`src/rtl/exu_bp_upd_q.sv`:
```
// exu_bp_upd_q: branch-predictor update queue between ALU resolution and the BHT write port.
// Resolved branches are buffered in a small circular FIFO and drained via valid/ready.
// Overflow discards the newest update and bumps a saturating drop counter.
// Optional feature macro: EXU_BPQ_BYPASS_EN (zero-latency pass-through when empty).
module exu_bp_upd_q #(
  parameter int unsigned DEPTH = 4,
  parameter int unsigned IDXW  = 8
) (
  input  logic            clk,
  input  logic            rst_l,
  input  logic            freeze,
  input  logic            flush,
  input  logic            res_valid,
  input  logic [IDXW-1:0] res_index,
  input  logic [1:0]      res_hist,
  input  logic            res_ataken,
  input  logic            res_misp,
  input  logic            res_way,
  output logic            upd_valid,
  input  logic            upd_ready,
  output logic [IDXW-1:0] upd_index,
  output logic [1:0]      upd_hist,
  output logic            upd_ataken,
  output logic            upd_misp,
  output logic            upd_way,
  output logic            full,
  output logic            empty,
  output logic            dropped,
  output logic [7:0]      drop_cnt
);

  localparam int unsigned PW = $clog2(DEPTH);
  localparam int unsigned CW = PW + 1;

  typedef struct packed {
    logic [IDXW-1:0] index;
    logic [1:0]      hist;
    logic            ataken;
    logic            misp;
    logic            way;
  } entry_t;

  entry_t          mem [DEPTH];
  logic [PW-1:0]   wr_ptr_q;
  logic [PW-1:0]   rd_ptr_q;
  logic [CW-1:0]   count_q;
  logic [7:0]      drop_cnt_q;

  entry_t          res_entry;
  entry_t          head;
  logic            q_empty;
  logic            q_full;
  logic            push_c;
  logic            pop_c;
  logic            byp_c;
  logic            byp_take_c;
  logic            wr_en_c;
  logic            rd_adv_c;
  logic            drop_c;

  // Incoming resolution packed into a queue entry.
  always_comb begin
    res_entry        = '0;
    res_entry.index  = res_index;
    res_entry.hist   = res_hist;
    res_entry.ataken = res_ataken;
    res_entry.misp   = res_misp;
    res_entry.way    = res_way;
  end

  assign q_empty = (count_q == CW'(0));
  assign q_full  = (count_q == CW'(DEPTH));
  assign push_c  = res_valid & ~flush & ~freeze;

`ifdef EXU_BPQ_BYPASS_EN
  // Empty queue with a push: present the input directly to the BHT port.
  assign byp_c = push_c & q_empty;
`else
  assign byp_c = 1'b0;
`endif

  // Head selection, handshake and queue-update decisions.
  always_comb begin
    head       = mem[rd_ptr_q];
    upd_valid  = ~q_empty;
    if (byp_c) begin
      head      = res_entry;
      upd_valid = 1'b1;
    end
    pop_c      = upd_valid & upd_ready & ~freeze;
    // A bypassed entry consumed this cycle never touches storage.
    byp_take_c = byp_c & pop_c;
    wr_en_c    = push_c & (~q_full | pop_c) & ~byp_take_c;
    rd_adv_c   = pop_c & ~byp_take_c;
    drop_c     = push_c & q_full & ~pop_c;
  end

  assign upd_index  = head.index;
  assign upd_hist   = head.hist;
  assign upd_ataken = head.ataken;
  assign upd_misp   = head.misp;
  assign upd_way    = head.way;
  assign full       = q_full;
  assign empty      = q_empty;
  assign dropped    = drop_c;
  assign drop_cnt   = drop_cnt_q;

  // Entry storage; deliberately not reset, contents are don't-care while empty.
  always_ff @(posedge clk) begin
    if (wr_en_c) begin
      mem[wr_ptr_q] <= res_entry;
    end
  end

  // Pointers, occupancy and saturating drop counter.
  always_ff @(posedge clk) begin
    if (!rst_l) begin
      wr_ptr_q   <= '0;
      rd_ptr_q   <= '0;
      count_q    <= '0;
      drop_cnt_q <= '0;
    end else begin
      if (wr_en_c) begin
        wr_ptr_q <= wr_ptr_q + PW'(1);
      end
      if (rd_adv_c) begin
        rd_ptr_q <= rd_ptr_q + PW'(1);
      end
      case ({wr_en_c, rd_adv_c})
        2'b10:   count_q <= count_q + CW'(1);
        2'b01:   count_q <= count_q - CW'(1);
        default: count_q <= count_q;
      endcase
      if (drop_c && (drop_cnt_q != 8'hFF)) begin
        drop_cnt_q <= drop_cnt_q + 8'd1;
      end
    end
  end

endmodule

```
`config.mk`:
```
export PLATFORM = sky130hd
export DESIGN_NAME = exu_bp_upd_q
export DESIGN_NICKNAME = d
export VERILOG_FILES = /design/src/rtl/exu_bp_upd_q.sv
export SDC_FILE = /design/constraint.sdc
export NUM_CORES = 1
export LEC_CHECK = 0
export CAP_MARGIN = 20
export CORE_ASPECT_RATIO = 1.5
export CORE_MARGIN = 2
export CORE_UTILIZATION = 35
export CTS_CLUSTER_DIAMETER = 60
export DETAILED_ROUTE_END_ITERATION = 8
export GPL_TIMING_DRIVEN = 0
export SETUP_SLACK_MARGIN = 0.3
export SLEW_MARGIN = 20
export SYNTH_ARGS = -nofsm -noshare
export SYNTH_HDL_FRONTEND = slang
export SYNTH_SLANG_ARGS = --single-unit
```
`constraint.sdc`:
```
create_clock -name clk -period 5.3 [get_ports clk]
set_clock_uncertainty 0.05 [all_clocks]
set_input_delay 0.795 -clock clk [delete_from_list [all_inputs] [get_ports clk]]
set_output_delay 0.795 -clock clk [all_outputs]
set_load 0.02 [all_outputs]
```
==> impl_metrics.yaml <==
status:
  status: "completed"
cts:
  ctsHoldBuffers: 0
  cts_sinks: 69
  cts_made_buffers: 9
  clock-root-buffer: "clkbuf_16"
  path_clk_slew_ns: 0.05
  ctsResizeCount: 0
  post_cts_buffers: 0
  clkLatencyLatePin_ns: 0.32
  cts_tree: "built"
  cts_max_path_buffers: 2
  htree_num_levels: 3
pwr:
  sw_frac_of_total_pct: 20.34
  peakVddDrop_mv: 0.1730
  clockPowerShare_pct: 46.1
  power.leakage_nw: 1.185
  comb_power_share_pct: 6.2
  p_sw_w: 0.0002525
  seq_power_share_pct: 47.7
  p_per_area_nw_per_um2: 341.4
  intPower_w: 0.0009891
synth:
  yosysMostFrequentCell: "edfxtp_1"
  ys_seq_area_share_pct: 68.19
  synth.top_cell.area_share_pct: 55.99
  synth_nets: 194
  synth_ff_type: "edfxtp_1"
  syn-instance-count: 169
  avgSynthCellArea_sq_um: 16.50
  synth_cell_types: 33
  netlist_top_cells_area: "edfxtp_1 56%, dfxtp_1 12%, mux4_2 10%, ha_1 2.2%, mux2i_1 2.2%"
  synth_edf_count: 52
  netlist_area_sq_um: 2789
  synth_commonest_cells: "52 x edfxtp_1, 17 x dfxtp_1, 13 x mux4_2"
  ys_ff_latch: 69
  synth-async-reset-ratio_pct: 0
  ys_warn_count: 0
  synth_largest_area_cell: "edfxtp_1"
grt:
  antenna_found_initial: 0
  track_usage_pct: 12.76
  grt_pass1_wl_mm: 8.280
  first_global_vias: 1632
  grt.overflow.total: 0
  grt_max_degree: 14
floorplanning:
  die_h_um: 113.3
  rows: 39
  ios: 44
  dieArea_sq_um: 8713
  core_area_sq_um: 7661
  start_util_pct: 36.40
  die_x_um: 76.89
hold_path:
  min_from: "drop_cnt[5]"
  hp-class: "flop to flop"
place:
  placed_area_sq_um: 3347
  portBuffers: 43
  place_ws_ns: 2.036
  gp_congestion: 0.7396
  place_inst: 314
  dp.final_hpwl_mm: 3.330
timing:
  finalHoldViolCount: 0
  fin_hold_ws_ns: 0.4614
  relSlewSlack_pct: 51.06
  tns_ns: 0
  worst_slack_ns: 2.028
  min_period_over_period_pct: 61.74
  min_period_ns: 3.272
  worst_pin_slew_ns: 0.7285
  rsz0062_at_grt: "no"
  fmax_mhz: 305.6
  setup_viol: 0
  maxSlewViolCount: 0
routing:
  vias: 1597
  totalWireLength_mm: 5.029
  vias_per_cell: 4.854
  drc_errors: 0
  dr.pass1.iters: 4
  initialDrtViolationCount: 82
  wl_per_cell_um: 15.29
  antenna_left: 0
cells_and_area:
  finalInstanceArea_sq_um: 3637
  nFillCells: 706
  multiInputGateArea_sq_um: 833.3
  regArea_sq_um: 1902
  antenna_cells: 0
  nNetsFinal: 248
  fin_cells: 329
  area_growth_pct: 30.42
  final_layout_size_suffix_gt1_share_pct: 15.86
worst_setup_path:
  critPathMaxFanout: 4
  start_kind: "input port"
  reg2reg_from: "count_q[0]"
  worstPathRequired_ns: 4.45
  crit_start: "upd_ready"
  critPathSlowestCell: "clkdlybuf4s50_1"
  crit_type: "input port to output port"
  crit_chain: "clkdlybuf4s50_1, nor4b_4, and2_2, clkdlybuf4s50_1"
  cp.arrival_ns: 2.43
  end_kind: "output port"
  slowest_delay_ns: 0.59
  crit_top_cell: "clkdlybuf4s50_1"
job:
  max-cap-violations: 0
power by group through the flow:
stage	logic, W	clock network (W)	registers (W)
finish	0.0000768	0.000572	0.000593
global route	0.0000840	0.000604	0.000594
CTS	0.0000784	0.000584	0.000593
detailed placement	0.0000778	0	0.000604
global placement	0.0000767	0	0.000604
floorplan	0.0000385	0	0.000603
critical path, delay by kind of cell:
kind	cells	cell delay (ns)
buffers and inverters	2	1.07
AND/OR/NAND/NOR	2	0.56
per-layer routing:
metal  GRT usage [%]  share of wire, %
met1           14.25                41
met2           21.52                52
met3           4.147               5.1
met4           6.909               2.3
met5               0                 0
metrics by stage:
| step | total power [W] | utilization, % |
|---|---|---|
| finish | 0.001242 | 47.48 |
| global route | 0.001281 | 47.48 |
| CTS | 0.001255 | 47.48 |
| detailed placement | 0.0006819 | 43.69 |
| global placement | 0.0006806 | 43.69 |
| floorplan | 0.0006415 | - |
area by class of cell:
type	instances	share of cell area [%]
plain buffers	4	0.6536
inverters	8	0.8256
flip-flops and latches	69	52.29
multi-input cells	88	22.91
well taps	102	3.509
clock buffers	9	6.192
clock inverters	6	1.789
repair buffers	43	11.83
worst paths after layout:
kind | depth (start not counted) | to | slack [ns]
setup / recovery | 4 | dropped | 2.03
hold / removal | 2 | drop_cnt[5] | 0.46
setup reg to reg | 3 | mem[0][12] | 3.05
hold reg to reg | 2 | drop_cnt[5] | 0.46
flip-flops by register name (all words and copies together), names as in the netlist, named ones only:
| name | count |
|---|---|
| rd_ptr_q | 2 |
| mem | 52 |
| drop_cnt | 8 |
| count_q | 3 |
| wr_ptr_q | 2 |
kinds of logic (layout without fill, tap and decap cells):
logic type / count (synthesis) / count (layout) / synth area share (%)
buf+inv: 12 / 70 / 1.929
mux: 19 / 19 / 12.65
compound gates: 15 / 15 / 3.544
fa+ha+maj: 6 / 6 / 2.961
simple gates: 44 / 44 / 9.466
flops: 69 / 69 / 68.19
xor+xnor: 4 / 4 / 1.256
cell usage in the layout (no fill, tap or decap), types with 3 or more instances in the layout:
cell type,Yosys,final
a21oi_1,5,5
and2_1,5,5
clkbuf_16,0,9
clkdlybuf4s50_1,0,43
dfxtp_1,17,17
edfxtp_1,52,52
ha_1,5,5
inv_1,8,8
mux2i_1,6,6
mux4_2,13,13
nand2_1,8,8
nand2b_1,3,3
nand3_1,3,3
nor2_1,9,9
nor3_1,3,3
o21ai_0,3,3
o31ai_1,4,4
or4_1,3,3
xnor2_1,3,3
(Power assumes the default switching activity.)
==> RTL edit (config.mk and constraints unchanged) <==
Build with the macro `EXU_BPQ_BYPASS_EN` defined.
--- a/src/rtl/exu_bp_upd_q.sv
+++ b/src/rtl/exu_bp_upd_q.sv
@@ -2,6 +2,8 @@
 // Resolved branches are buffered in a small circular FIFO and drained via valid/ready.
 // Overflow discards the newest update and bumps a saturating drop counter.
 // Optional feature macro: EXU_BPQ_BYPASS_EN (zero-latency pass-through when empty).
+`define EXU_BPQ_BYPASS_EN
+
 module exu_bp_upd_q #(
   parameter int unsigned DEPTH = 4,
   parameter int unsigned IDXW  = 8
Check against the original RTL: not equivalent (Yosys sat finds a counterexample within 4 cycles, from zero or initial values and one cycle with rst_l low).
==> RTL edit against the original RTL <==
Total power increased by 5.5%; combinational power grew 28%; wire length increased by 6.4%; design area grew 5.7%; largest power group is now the clock network; sequential cell count did not move; synthesized area rose by 6.6%; critical path depth is 2 higher; critical endpoint is now upd_index[4]; worst setup slack worse by 0.53 ns; highest routed layer unchanged; first-iteration DRC count grew 7.3%.
==> RTL edit: results (changes against the original RTL) <==
| Metric | Value |
|---|---|
| Worst hold margin | 0.447 ns (was 0.461 ns) |
| Vias in the first global route | 1,786 (was 1,632) |
| Final wirelength | 5.35 mm (was 5.03 mm) |
| Post-Synth Adder-Cell Area | 0.0320 (was 0.0296) |
| Iter 0 DRT Violations | 88 (was 82) |
| Worst setup endpoint | upd_index[4] (was dropped) |
| HP Start | wr_ptr_q[0] (was drop_cnt[5]) |
| Reg2reg setup slack | 3.07 ns (was 3.05 ns) |
| Hold path endpoint | wr_ptr_q[0] (was drop_cnt[5]) |
| Port-buffer cells | 42 (was 43) |
| VDD IR max | 0.174 mV (was 0.173 mV) |
| Met2 Wirelength | 2.81 mm (was 2.62 mm) |
| Syn_area_per_cell | 15.9 um2 (was 16.5 um2) |
| Syn_nets | 213 (was 194) |
| DR WL met3 | 213 um (was 255 um) |
| Wire per inst | 15.2 um (was 15.3 um) |
| Global routing met3 resource utilization | 0.0376 (was 0.0415) |
| Final #Nets | 266 (was 248) |
| Synth area leaders | edfxtp_1 (53%), dfxtp_1 (11%), mux4_2 (9.8%) (was edfxtp_1 (56%), dfxtp_1 (12%), mux4_2 (10%)) |
| DP Area | 3530 um2 (was 3350 um2) |
| Sequential fraction of the synthesis area | 0.639 (was 0.682) |
| Layout cells sized above 1 | 0.200 (was 0.159) |
| Number of fill cells | 748 (was 706) |
| Global-route wire length before repair | 8.83 mm (was 8.28 mm) |
| Unique masters post-synth | 42 (was 33) |
| Maximum number of pins on one net before global-route repair | 14 (unchanged) |
| R2r worst-path depth | 9 (was 3) |
| GRT Resource Usage Total | 0.127 (was 0.128) |
| Status | finished, final reports clean (unchanged) |
| Met1 Use GR | 0.145 (was 0.142) |
| Synth Area in XOR/XNOR | 0.0147 (was 0.0126) |
| Largest fanout on the critical path | 10 (was 4) |
| DP HPWL | 3.65 mm (was 3.33 mm) |
| Post-synth top cells | edfxtp_1 (52), dfxtp_1 (17), mux4_2 (13), mux2_2 (11), inv_1 (9) (was edfxtp_1 (52), dfxtp_1 (17), mux4_2 (13), nor2_1 (9)) |
| Synth Area in Compound Gates | 0.0362 (was 0.0354) |
| Dpl ws | 1.46 ns (was 2.04 ns) |
| GP Congestion | 0.806 (was 0.740) |
| Vias post-DR | 1,719 (was 1,597) |
| Leak | 1.28 nW (was 1.18 nW) |
| Proportion of synthesized area in mux cells | 0.158 (was 0.127) |
-- RTL edit: final cells by class --
class | instances | area (um2) | area share
Clock inverter | 6 | 87.6 | 0.0228
Buffer | 7 | 40.0 | 0.0104
Sequential cell | 69 | 1900 | 0.495
Inverter | 9 | 33.8 | 0.00879
Clock buffer | 10 | 229 | 0.0596
Multi-Input combinational cell | 102 | 998 | 0.260
Timing Repair Buffer | 42 | 420 | 0.109
Tap cell | 107 | 134 | 0.0348
-- RTL edit: worst max-delay path, stage by stage --
cell	delay (ns)
clkdlybuf4s50_1	0.45
nor3b_2	0.31
nand2_1	0.23
buf_2	0.28
mux2_1	0.35
clkdlybuf4s50_1	0.54
-- RTL edit: power groups by stage --
stage / Combinational, mW / Clock [mW] / Sequential, mW
after CTS: 0.101 / 0.634 / 0.592
after global routing: 0.107 / 0.655 / 0.592
after detailed placement: 0.100 / 0 / 0.603
after floorplan: 0.0532 / 0 / 0.602
final: 0.0982 / 0.620 / 0.592
after global placement: 0.0988 / 0 / 0.603
